$ cat config.mk
export PLATFORM = sky130hd
export DESIGN_NAME = led_pwm_ctrl
export DESIGN_NICKNAME = d
export VERILOG_FILES = /design/src/rtl/led_pwm_ctrl.sv
export SDC_FILE = /design/constraint.sdc
export NUM_CORES = 1
export LEC_CHECK = 0
export CORE_AREA = 2 2 118 97
export CTS_CLUSTER_DIAMETER = 40
export DETAILED_ROUTE_END_ITERATION = 10
export DIE_AREA = 0 0 120 99
export PLACE_DENSITY = 0.73
export SLEW_MARGIN = 20
export SYNTH_ARGS = -nofsm -noshare
export SYNTH_HDL_FRONTEND = slang
export SYNTH_SLANG_ARGS = --single-unit
$ cat constraint.sdc
create_clock -name clk -period 2.3 [get_ports clk]
set_input_delay 0.46 -clock clk [delete_from_list [all_inputs] [get_ports clk]]
set_output_delay 0.46 -clock clk [all_outputs]
set_load 0.02 [all_outputs]
$ cat src/rtl/led_pwm_ctrl.sv
// Twelve-channel LED PWM controller: shadow duty registers written over a valid/ready port,
// copied to the active set only at period boundaries so outputs never glitch mid-period.
module led_pwm_ctrl #(
    parameter int NUM_CH   = 12,
    parameter int DUTY_W   = 4,
    parameter int PRESCALE = 1024
) (
    input  logic              clk,
    input  logic              resetn,
    input  logic              en,
    input  logic              cfg_valid,
    output logic              cfg_ready,
    input  logic [3:0]        cfg_addr,
    input  logic [DUTY_W-1:0] cfg_duty,
    output logic              cfg_err,
    output logic              period_start,
    output logic [NUM_CH-1:0] led
);

    localparam int PRE_W = (PRESCALE > 2) ? $clog2(PRESCALE) : 1;
    localparam logic [PRE_W-1:0]  PRE_MAX  = PRE_W'(PRESCALE - 1);
    localparam logic [DUTY_W-1:0] CNT_MAX  = DUTY_W'((1 << DUTY_W) - 2);
    localparam logic [4:0]        NUM_CH_L = 5'(NUM_CH);

    logic [PRE_W-1:0]  pre_q, pre_d;
    logic [DUTY_W-1:0] cnt_q, cnt_d;
    logic              restart_q, restart_d;
    logic              err_q, err_d;
    logic [NUM_CH-1:0] led_q, led_d;
    logic [DUTY_W-1:0] shadow_q [NUM_CH];
    logic [DUTY_W-1:0] shadow_d [NUM_CH];
    logic [DUTY_W-1:0] active_q [NUM_CH];

    logic tick;
    logic wrap;
    logic load;
    logic accept;
    logic addrOk;

    // Load is gated by resetn so the outputs show their idle values while reset is held.
    assign tick   = en && (pre_q == PRE_MAX);
    assign wrap   = tick && (cnt_q == CNT_MAX);
    assign load   = resetn && en && (wrap || restart_q);
    assign addrOk = ({1'b0, cfg_addr} < NUM_CH_L);
    assign accept = cfg_valid && cfg_ready;

    assign cfg_ready    = !load;
    assign period_start = load;
    assign cfg_err      = err_q;
    assign led          = led_q;

    always_comb begin
        pre_d = pre_q;
        cnt_d = cnt_q;
        if (!en) begin
            pre_d = '0;
            cnt_d = '0;
        end else if (tick) begin
            pre_d = '0;
            cnt_d = wrap ? '0 : cnt_q + DUTY_W'(1);
        end else begin
            pre_d = pre_q + PRE_W'(1);
        end
    end

    always_comb begin
        restart_d = restart_q;
        if (!en) begin
            restart_d = 1'b1;
        end else if (load) begin
            restart_d = 1'b0;
        end
    end

    always_comb begin
        err_d = accept && !addrOk;
        for (int i = 0; i < NUM_CH; i++) begin
            shadow_d[i] = shadow_q[i];
            if (accept && addrOk && (cfg_addr == 4'(i))) begin
                shadow_d[i] = cfg_duty;
            end
        end
    end

    // Compare uses the registered active set and count, so led lags them by one cycle.
    always_comb begin
        led_d = '0;
        for (int i = 0; i < NUM_CH; i++) begin
            led_d[i] = en && (active_q[i] > cnt_q);
        end
    end

    always_ff @(posedge clk or negedge resetn) begin
        if (!resetn) begin
            pre_q     <= '0;
            cnt_q     <= '0;
            restart_q <= 1'b1;
            err_q     <= 1'b0;
            led_q     <= '0;
        end else begin
            pre_q     <= pre_d;
            cnt_q     <= cnt_d;
            restart_q <= restart_d;
            err_q     <= err_d;
            led_q     <= led_d;
        end
    end

    always_ff @(posedge clk or negedge resetn) begin
        if (!resetn) begin
            for (int i = 0; i < NUM_CH; i++) begin
                shadow_q[i] <= '0;
                active_q[i] <= '0;
            end
        end else begin
            for (int i = 0; i < NUM_CH; i++) begin
                shadow_q[i] <= shadow_d[i];
                if (load) begin
                    active_q[i] <= shadow_q[i];
                end
            end
        end
    end

endmodule

==> results by group <==
Run status
  • Outcome: complete, no violations

Synthesis
  • Synth unique cells: 51
  • Yosys warns: 0
  • Top FF cell, synth: dfrtp_1
  • Mapped Cells: 507
  • Area share of the largest cell type after synthesis: 50.22%
  • Ys async rst share: 100.0%
  • Avg Synthesized Cell Area: 12.09 µm²
  • Post-synthesis net count: 570
  • Post-synth top area cell: dfrtp_1
  • Number of synthesized register bits: 124
  • Post-synth top cells: dfrtp_1, ha_1, mux2_2
  • Post-synth EDFFs: 0
  • Post-synthesis cell area: 6128 µm²
  • Cell with the most instances after synthesis: dfrtp_1
  • Seq/Total Area, Yosys: 50.65%
  • Ranking of synthesized cells by area: dfrtp_1, ha_1, mux2_2, a32o_1, inv_1

Cells and area
  • Area grow syn2layout: 23.68%
  • Fillers: 736
  • Share of cells above drive strength 1: 26.34%
  • Fin cells: 740
  • ANT cells: 0
  • Fin util: 70.99%
  • Nets@finish: 646

Clocking
  • Clock Path Buffers: 2
  • CTS root buffer: clkbuf_16
  • Sink Count: 124
  • Num CTS Buffers: 17
  • CTS tree: built
  • CTS clk-pin slew, worst paths: 50 ps
  • Worst-Skew Late Latency: 410 ps
  • H-tree depth: 4

STA
  • Final setup viols: 0
  • Rel. slew slack: 35.46%
  • Fin. Hold Viols: 0
  • Final worst path period share: 98.64%
  • Max Clock Skew: 8.305 ps
  • Worst Tran Pin Value: 964.6 ps
  • Max Freq: 0.4408 GHz
  • Min Tclk post-route: 2269 ps
  • Hold Slack: 22.88 ps
  • Post-route setup slack: 31.22 ps
  • Max-slew violation count: 0

Pwr
  • Leakage power: 3.506 nW
  • Worst ir drop on vdd: 0.7794 mV
  • Power Density: 1001 nW/µm²

Routing
  • DRC viols: 0
  • Post-route ant nets: 0
  • Via density: 6.084
  • DR WL/cell: 20.36 µm
  • Vias: 4502
  • WL final: 15.07 mm
  • DRT iter0 DRCs: 386
  • Drt pass-1 iters: 5

Die
  • Die W: 120 µm
  • Initial core utilization: 57.39%
  • Die Y: 99 µm
  • IO Count: 27
  • Core ar.: 10680 µm²
  • Die area: 11880 µm²
  • Row count: 34

Worst setup path
  • Setup crit start kind: flop
  • Endpoint class of the critical path: primary output
  • CP Max Fanout: 3
  • Critical path class: flop to primary output
  • WP data arrival: 1810 ps
  • Critical Path RT: 1840 ps

Global route
  • GRT Util Overall: 28.14%
  • Antenna violations before repair: 0
  • Vias in the first global route: 4810
  • Total congestion overflow: 0
  • First-pass GRT wire length: 25.41 mm
  • Largest net degree at the start of global routing: 50

Placement
  • GPL Wtd Cong: 0.8809
  • Detail Placement HPWL: 10.03 mm
  • Pre-CTS setup slack: -318.6 ps
  • Placed cell count: 703
  • Port Buf Inserts: 26

Min path
  • Hold Crit Class: input port to asynchronous set/reset pin

Run
  • Maxcap violations: 0
layout by cell type (no fill, tap or decap), drive strengths merged, types with 14 or more instances in the layout:
cell type,count
dfrtp,123
o21ai,15
nand4,15
mux2,48
clkbuf,20
ha,51
a32o,34
buf,57
nor3,15
nor2,17
nand2,20
nor2b,14
inv,32
clkdlybuf4s50,23
logic make-up (layout without fill, tap and decap cells):
logic type               count (synthesis)  count (layout)  share of synthesized area, %
flip-flops                             124             124                         50.65
AND/OR/NAND/NOR                        117             117                         10.92
AO/OA/AOI/OAI                          103             103                         14.25
buffers and inverters                   56             145                         3.777
adder cells (fa/ha/maj)                 51              51                         10.41
multiplexers                            49              49                         8.983
XOR/XNOR                                 7               7                         1.000
repair_timing:
item / in CTS / in global routing
resized for setup: 10 / 2
pin swaps: 1 / 3
setup buffers: 1 / 3
setup endpoints to repair: 2 / 2
hold endpoints to repair: 1 / 0
hold buffers: 1 / 0
worst paths after layout:
kind,slack [ps],cells past startpoint,end,startpoint
setup / recovery,30,6,period_start,pre_q[1]
hold / removal,20,2,pre_q[1],resetn
setup reg to reg,110,6,shadow_q[45],pre_q[1]
hold reg to reg,490,1,shadow_q[4],shadow_q[4]
max in group asynchronous,1610,3,restart_q,resetn
min in group clk,490,1,shadow_q[4],shadow_q[4]
cell type report:
type / instances / area (µm²) / share of cell area [%]
Timing Repair Buffer: 81 / 703.2 / 9.277
Tap cell: 144 / 180.2 / 2.377
Inverter: 32 / 120.1 / 1.585
Multi-Input combinational cell: 327 / 2808 / 37.04
Clock buffer: 20 / 446.7 / 5.893
Clock inverter: 12 / 217.7 / 2.872
Sequential cell: 124 / 3104 / 40.95
per-stage QoR:
stage,total power (W),TNS [ps],cell area (µm²)
floorplan,0.004016,0,6128
global placement,0.004471,-13950,6875
detailed placement,0.004603,-17660,6875
CTS,0.007636,0,7555
global route,0.008014,-33.39,7580
finish,0.007591,0,7580
critical path, stage by stage (launching register included):
cell and delay (ps):
dfrtp_1 370, ha_2 210, nand3_2 120, nor4_4 410
nor2_4 90, inv_1 70, buf_4 130
flip-flops by register name, indices dropped and copies added (netlist names):
register   flops
cnt_q          4
shadow_q      48
cfg_err        1
pre_q         10
active_q      48
led           12
restart_q      1
metal layers:
metal / track usage (%) / share of wire, % / wire length [µm]
met1: 38.51 / 44 / 6660
met2: 44.41 / 47 / 7106
met3: 6.655 / 6.4 / 957
met4: 9.683 / 2.3 / 344
met5: 0 / 0 / 0
where the power goes:
part           internal (W)  switching [W]
Clock               0.00205       0.000933
Combinational      0.000873       0.000759
Sequential          0.00269       0.000283
Total               0.00562        0.00197
No activity file was read; power rests on OpenSTA's default activity.
